<file path="src/rtl/mem_access_unit.sv">
// ============================================================================
//  Module      : mem_access_unit
//  Description : LDUR/STUR data-memory access sequencer. Computes the
//                effective address, flags misaligned or out-of-range accesses
//                and drives a registered, glitch-free memory strobe interface.
//  Revision    : 1.0 - initial release
// ============================================================================
`default_nettype none

module mem_access_unit #(
    parameter int ADDR_BITS = 10
) (
    input  logic                 clk,
    input  logic                 reset,
    input  logic                 req_valid,
    output logic                 req_ready,
    input  logic                 req_store,
    input  logic [63:0]          req_base,
    input  logic [8:0]           req_offset,
    input  logic [63:0]          req_wdata,
    output logic                 rsp_valid,
    input  logic                 rsp_ready,
    output logic [63:0]          rsp_rdata,
    output logic                 rsp_error,
    output logic [ADDR_BITS-1:0] mem_addr,
    output logic [63:0]          mem_wdata,
    output logic                 mem_write,
    output logic                 mem_read,
    input  logic [63:0]          mem_rdata
);

    localparam int WORD_SHIFT = ADDR_BITS + 3;

    typedef enum logic [1:0] {
        ST_IDLE   = 2'd0,
        ST_SETUP  = 2'd1,
        ST_STROBE = 2'd2,
        ST_RESP   = 2'd3
    } state_t;

    state_t                 state_q,     state_d;
    logic                   store_q,     store_d;
    logic                   req_ready_q, req_ready_d;
    logic                   rsp_valid_q, rsp_valid_d;
    logic [63:0]            rsp_rdata_q, rsp_rdata_d;
    logic                   rsp_error_q, rsp_error_d;
    logic [ADDR_BITS-1:0]   mem_addr_q,  mem_addr_d;
    logic [63:0]            mem_wdata_q, mem_wdata_d;
    logic                   mem_write_q, mem_write_d;
    logic                   mem_read_q,  mem_read_d;

    logic [63:0]            ea;
    logic                   ea_misaligned;
    logic                   ea_out_of_range;
    logic                   ea_error;

    // Effective address wraps modulo 2^64, so a negative offset from a small
    // base lands far above the memory and is reported as out of range.
    assign ea              = req_base + {{55{req_offset[8]}}, req_offset};
    assign ea_misaligned   = |ea[2:0];
    assign ea_out_of_range = |(ea >> WORD_SHIFT);
    assign ea_error        = ea_misaligned | ea_out_of_range;

    always_ff @(posedge clk) begin
        if (reset) begin
            state_q     <= ST_IDLE;
            store_q     <= 1'b0;
            req_ready_q <= 1'b1;
            rsp_valid_q <= 1'b0;
            rsp_rdata_q <= 64'd0;
            rsp_error_q <= 1'b0;
            mem_addr_q  <= '0;
            mem_wdata_q <= 64'd0;
            mem_write_q <= 1'b0;
            mem_read_q  <= 1'b0;
        end else begin
            state_q     <= state_d;
            store_q     <= store_d;
            req_ready_q <= req_ready_d;
            rsp_valid_q <= rsp_valid_d;
            rsp_rdata_q <= rsp_rdata_d;
            rsp_error_q <= rsp_error_d;
            mem_addr_q  <= mem_addr_d;
            mem_wdata_q <= mem_wdata_d;
            mem_write_q <= mem_write_d;
            mem_read_q  <= mem_read_d;
        end
    end

    // Every output is computed one state ahead so it can be registered;
    // req_ready_d is therefore "next state is IDLE".
    always_comb begin
        state_d     = state_q;
        store_d     = store_q;
        req_ready_d = 1'b0;
        rsp_valid_d = rsp_valid_q;
        rsp_rdata_d = rsp_rdata_q;
        rsp_error_d = rsp_error_q;
        mem_addr_d  = mem_addr_q;
        mem_wdata_d = mem_wdata_q;
        mem_write_d = 1'b0;
        mem_read_d  = 1'b0;

        case (state_q)
            ST_IDLE: begin
                req_ready_d = 1'b1;
                if (req_valid) begin
                    req_ready_d = 1'b0;
                    store_d     = req_store;
                    if (ea_error) begin
                        // Rejected requests leave the memory-side bus untouched.
                        state_d     = ST_RESP;
                        rsp_valid_d = 1'b1;
                        rsp_error_d = 1'b1;
                        rsp_rdata_d = 64'd0;
                    end else begin
                        state_d     = ST_SETUP;
                        mem_addr_d  = ea[WORD_SHIFT-1:3];
                        mem_wdata_d = req_wdata;
                    end
                end
            end
            ST_SETUP: begin
                state_d     = ST_STROBE;
                mem_write_d = store_q;
                mem_read_d  = ~store_q;
            end
            ST_STROBE: begin
                state_d     = ST_RESP;
                rsp_valid_d = 1'b1;
                rsp_error_d = 1'b0;
                rsp_rdata_d = store_q ? 64'd0 : mem_rdata;
            end
            ST_RESP: begin
                if (rsp_ready) begin
                    state_d     = ST_IDLE;
                    rsp_valid_d = 1'b0;
                    req_ready_d = 1'b1;
                end
            end
            default: begin
                state_d     = ST_IDLE;
                req_ready_d = 1'b1;
            end
        endcase
    end

    assign req_ready = req_ready_q;
    assign rsp_valid = rsp_valid_q;
    assign rsp_rdata = rsp_rdata_q;
    assign rsp_error = rsp_error_q;
    assign mem_addr  = mem_addr_q;
    assign mem_wdata = mem_wdata_q;
    assign mem_write = mem_write_q;
    assign mem_read  = mem_read_q;

    a_strobe_exclusive : assert property (@(posedge clk) disable iff (reset)
        !(mem_read_q && mem_write_q));
    a_read_single : assert property (@(posedge clk) disable iff (reset)
        mem_read_q |=> !mem_read_q);
    a_write_single : assert property (@(posedge clk) disable iff (reset)
        mem_write_q |=> !mem_write_q);

endmodule

`default_nettype wire
</file>
<file path="config.mk">
export PLATFORM = sky130hd
export DESIGN_NAME = mem_access_unit
export DESIGN_NICKNAME = d
export VERILOG_FILES = /design/src/rtl/mem_access_unit.sv
export SDC_FILE = /design/constraint.sdc
export NUM_CORES = 1
export LEC_CHECK = 0
export CAP_MARGIN = 20
export CORE_UTILIZATION = 50
export CTS_CLUSTER_SIZE = 8
export DETAILED_ROUTE_END_ITERATION = 12
export PLACE_DENSITY = 0.87
export RECOVER_POWER = 25
export REMOVE_ABC_BUFFERS = 1
export SYNTH_ARGS = -nofsm -noshare
export SYNTH_HDL_FRONTEND = slang
export SYNTH_SLANG_ARGS = --single-unit
</file>
<file path="constraint.sdc">
create_clock -name clk -period 11.9 [get_ports clk]
set_clock_uncertainty 0.05 [all_clocks]
set_input_delay 2.975 -clock clk [delete_from_list [all_inputs] [get_ports clk]]
set_output_delay 2.975 -clock clk [all_outputs]
set_load 0.05 [all_outputs]
</file>
# Word level (Yosys, flattened, before mapping)
# Index checks and enable logic that the tools add are counted.
# W data, S select, Z words.
# word_totals
reg_bits,146
latch_bits,0
mem_bits_rw,0
mem_bits_ro,0
out_inout_bits,143
n_memories,0
# op_classes
n_addsub,1
mul,0
div_mod_pow,0
magnitude_cmp,0
n_eq_ne,6
shifts,0
muxes,16
bitwise,4
reduce_logical,11
# op_table
operator,n
$mux W64,3
$pmux W64 S2,1
$add A64 B64 Y64,1
$reduce_or A51 Y1,1
$pmux W2 S4,1
$mux W2,3
$ne A2 B2 Y1 const B,3
$reduce_and A3 Y1,2
$mux W1,5
$eq A2 B2 Y1 const B,2
$pmux W1 S2,2
$reduce_and A2 Y1,2
$reduce_and A4 Y1,1
$not A1 Y1,3
$pmux W1 S3,1
$reduce_bool A3 Y1,1
$reduce_or A3 Y1,1
$eq A2 B1 Y1 const B,1
$logic_not A2 Y1,1
$reduce_bool A2 Y1,1
$reduce_or A2 Y1,1
$or A1 B1 Y1,1

# Longest topological paths before layout
# logic_depth
ltp_word,6
mapped_depth,16
depth_no_buf,14

# Worst setup path before layout
# Ideal clock, no wire load.
# synth_path
path_type,input to register
startpoint,input req_base[18]
endpoint,"register mem_addr_q[0], in the netlist mem_addr[0]"
arrival_ns,6.455
path_slack_ns,5.268
cell_stages,16
path_buffers,3
path_cell_list,ha_1 clkbuf_1 nand4_1 or3_1 or2_2 a31oi_1 nor2_1 mux2i_1 or4_1 nor4_1 nand4_1 nor4_2 buf_4 buf_6 mux2i_1 nor2_1
# synth_between
elab_chain_cells,5
# synth_rtl
item,line_no,text
start: declaration,18,"input logic [63:0] req_base,"
$add A64 B64 Y64,59,"assign ea = req_base + {{55{req_offset[8]}}, req_offset};"
$reduce_or A51 Y1,61,assign ea_out_of_range = |(ea >> WORD_SHIFT);
$or A1 B1 Y1,62,assign ea_error = ea_misaligned | ea_out_of_range;
$not A1 Y1 (no line),-,
$reduce_and A3 Y1 (no line),-,
end signal: assignment,83,mem_addr_q <= mem_addr_d;
end: declaration,47,"logic [ADDR_BITS-1:0] mem_addr_q, mem_addr_d;"
# Every way passes these cells.
# A chain may end at the register's enable or synchronous reset.

# Worst setup path after layout
# layout_path
startpoint,input req_base[0]
endpoint,"register mem_wdata_q[60], in the netlist mem_wdata[60]"
# layout_between
elab_chain_cells,5
elab_cells_between_ends,6
classes_between,1 x add/sub; 2 x bitwise; 3 x reduce/logical
# layout_rtl
item,line_no,text
$add A64 B64 Y64 (*),59,
$reduce_or A51 Y1 / $reduce_or A3 Y1 (equally long branches),"61, 60",
$or A1 B1 Y1 (*),62,
$not A1 Y1 (no line) (*),-,
$reduce_and A3 Y1 (no line) (*),-,
end signal: assignment,84,mem_wdata_q <= mem_wdata_d;
end: declaration,48,"logic [63:0] mem_wdata_q, mem_wdata_d;"
# Every way passes the cells marked *; elsewhere a longest branch is shown, timed or not.

==> results.py <==
metrics = {
    "pwr": {
        "combinationalPowerShare": 0.411,
        "peakVddDrop_uv": 95.9,
        "power_frac_clock": 0.290,
        "total_power_mw": 1.82,
        "intPower_mw": 1.10,
        "seqPwrFrac": 0.299,
        "powerDensity_nw_per_um2": 127,
        "switching_share": 0.397,
        "p_leak_nw": 5.38,
        "switching_power_mw": 0.723,
    },
    "die": {
        "die-area_um2": 21200,
        "start_util": 0.509,
        "pin_count": 349,
        "core_um2": 20200,
        "die_h_um": 146,
        "die_w_um": 146,
        "fp-row-count": 52,
    },
    "detailed_routing": {
        "drt_pass1_iterations": 6,
        "postRouteAntennaNets": 0,
        "drc_errors": 0,
        "viasPerCell": 5.98,
        "wl_per_cell_um": 20.3,
        "wl_mm": 38.0,
        "via_count": 11177,
        "drt-initial-drc-count": 934,
    },
    "grt": {
        "grt_overflow": 0,
        "antenna_found_initial": 5,
        "grt_pass1_vias": 10608,
        "grt_pass1_wl_mm": 57.7,
        "track_usage": 0.345,
        "grt_max_degree": 83,
    },
    "clocking": {
        "hold_buffers": 0,
        "clk_latency_ns": 0.41,
        "htree_levels": 4,
        "cts_sinks": 146,
        "root_buffer": "clkbuf_16",
        "cts_buffer_depth": 2,
        "tritoncts": "done",
        "postCtsResizedCells": 0,
        "clk_pin_slew_ns": 0.07,
        "numCtsBuffers": 17,
        "postCtsSetupBuffers": 0,
    },
    "worst_setup_path": {
        "cp-start-kind": "input pin",
        "cp_data_arrival_time_ns": 8.84,
        "worstPathRequired_ns": 11.99,
        "worstSetupPathType": "input pin to flip-flop",
        "worst-path-stages": 17,
        "max_stage_delay_ns": 0.66,
        "cp_top_family": "compound AO/OA/AOI/OAI gates",
        "endpoint_kind": "flip-flop",
        "slowest_stage": "buf_4",
        "worstPathCellList": "clkdlybuf4s50_1 -> ha_1 -> fa_1 -> a211oi_1 -> o211ai_1 -> a21oi_1 -> o21bai_1 -> a21boi_0 -> mux2_2 -> a211oi_1 -> and4bb_1 -> nand4_1 -> nor4_4 -> buf_4 -> buf_4 -> mux2i_1 -> nor2_1",
        "rrSetupSlack_ns": 8.79,
        "critPathBufInv": 3,
        "reg2reg_depth": 8,
        "critPathMaxFanout": 42,
    },
    "synthesis": {
        "synth_top_cell_by_area": "dfxtp_1",
        "yosysUniqueCellTypes": 79,
        "ys_ff_latch": 146,
        "yosys.area.top_type_share": 0.284,
        "syn_area_per_cell_um2": 8.02,
        "synth_cells": 1284,
        "seq_area_frac_synth": 0.284,
        "synth-edff-count": 0,
        "netlist_area_um2": 10300,
        "yosys-top-cells-area": "dfxtp_1, mux2i_1, ha_1",
        "synthFlopType": "dfxtp_1",
        "async_flop_share": 0,
        "synth-warning-count": 0,
    },
    "worst_hold_path": {
        "min_delay_path_depth": 2,
        "hp-class": "flip-flop to flip-flop",
    },
    "final_layout": {
        "drive_gt1_frac": 0.0414,
        "fillers": 1531,
        "nets": 1855,
        "areaGrowthSynthToFinish_pct": 39.6,
        "layout_common_cells": "clkdlybuf4s50_1, nand2_1, dfxtp_1",
        "final_core_util": 0.710,
        "final_common_cell": "clkdlybuf4s50_1",
        "finish.instance_area_um2": 14400,
    },
    "placement": {
        "place_congestion": 1.01,
        "place_area_um2": 13800,
        "dpl_worst_slack_ns": 2.92,
        "hpwl_mm": 29.9,
        "port_buffers": 348,
    },
    "sta": {
        "slew_headroom": -1.44,
        "rsz0062_at_grt": "false",
        "fmax_mhz": 114,
        "worst_pin_slew_ns": 3.65,
        "setup_ws_ns": 3.15,
        "drv_slew": 150,
        "fin_crit_sh": 0.735,
        "setup_violations": 0,
        "holdWs_ns": 0.406,
        "finalCriticalPeriod_ns": 8.75,
        "hold_violations": 0,
    },
    "run_status": {
        "violations": "capacitance limit, slew limit",
        "run_status": "finished, violations left",
    },
    "flow_run": {
        "max_cap_violations": 2,
    },
}
kinds of logic (layout without fill, tap and decap cells):
logic type | after synthesis | in the layout | synth area share
simple gates | 484 | 484 | 0.219
compound gates | 316 | 316 | 0.198
fa+ha+maj | 69 | 69 | 0.0846
buf+inv | 92 | 401 | 0.0464
mux | 146 | 146 | 0.142
flops | 146 | 146 | 0.284
other cells | 0 | 5 | 0
xor+xnor | 31 | 31 | 0.0264
worst reg2reg max path: stages (launching register included):
cell and delay [ns]:
dfxtp_1 0.35, inv_1 0.12, ha_1 0.32, nand2_1 0.23, nor4_4 0.17, buf_4 0.50
buf_4 0.69, mux2i_1 0.33, nor2_1 0.07
synth_stat cells (3+ instances only):
| cell type | instances |
|---|---|
| o31a_1 | 4 |
| dfxtp_1 | 146 |
| a211oi_1 | 13 |
| a21boi_0 | 5 |
| clkbuf_1 | 35 |
| xor2_1 | 16 |
| o21a_1 | 22 |
| o21ai_1 | 15 |
| o2bb2ai_1 | 4 |
| a31oi_1 | 17 |
| nand2_1 | 211 |
| o31ai_1 | 8 |
| ha_1 | 68 |
| a21o_1 | 15 |
| mux2i_1 | 142 |
| nor3_1 | 16 |
| nor2b_1 | 5 |
| and3_1 | 5 |
| nor4_1 | 9 |
| o22ai_1 | 5 |
| mux2_2 | 4 |
| nand2b_1 | 5 |
| nand3_1 | 21 |
| or2_2 | 7 |
| nor2_1 | 117 |
| o2111ai_1 | 5 |
| o21ai_0 | 53 |
| buf_6 | 12 |
| a2bb2oi_1 | 3 |
| and2_1 | 6 |
| or4_1 | 8 |
| and4_1 | 12 |
| buf_2 | 28 |
| inv_1 | 14 |
| a31o_2 | 3 |
| nor3b_1 | 3 |
| xnor2_1 | 15 |
| nand4_1 | 35 |
| o21bai_1 | 5 |
| nand3b_1 | 5 |
| or3_1 | 9 |
| o211ai_1 | 12 |
| a21oi_1 | 93 |
per-stage QoR:
stage / instances / TNS, ns
2_1_floorplan: 1206 / -4.99
3_5_place_dp: 1830 / 0
5_1_grt: 1868 / 0
4_1_cts: 1862 / 0
3_3_place_gp: 1830 / 0
6_report: 1868 / 0
cell type report:
cell class                      count  area (um^2)  area share
Inverter                           14         52.6     0.00366
Timing Repair Buffer              355         3530       0.246
Multi-Input combinational cell   1046         6920       0.482
Sequential cell                   146         2920       0.203
Tap cell                          270          338      0.0235
Antenna cell                        5         12.5    0.000871
Clock inverter                     15          165      0.0115
Clock buffer                       17          425      0.0296
power by group through the flow:
stage                     sequential [mW]  combinational, mW  clock (mW)
after floorplan                     0.654              0.423           0
after global placement              0.552              0.732           0
after detailed placement            0.555              0.735           0
after CTS                           0.544              0.740       0.536
after global routing                0.549              0.791       0.555
final                               0.544              0.748       0.528
final timing paths:
path / start / to
worst max register to register: state_q[0] / mem_wdata[60]
worst max-delay path: req_base[0] / mem_wdata[60]
worst min register to register: rsp_rdata[54] / rsp_rdata[54]
worst min-delay path: rsp_rdata[54] / rsp_rdata[54]
registers in the layout, indices dropped and copies added (netlist names), 2 cells and up:
register / flops
mem_wdata: 64
mem_addr: 10
rsp_rdata: 64
state_q: 2
metal layers:
layer	global-route usage	up-vias	part of all wire
li1	-	5288	-
met1	0.416	5231	0.40
met2	0.579	563	0.48
met3	0.0824	95	0.085
met4	0.159	0	0.039
met5	0	-	0
Power figures use the tool's default switching activity.
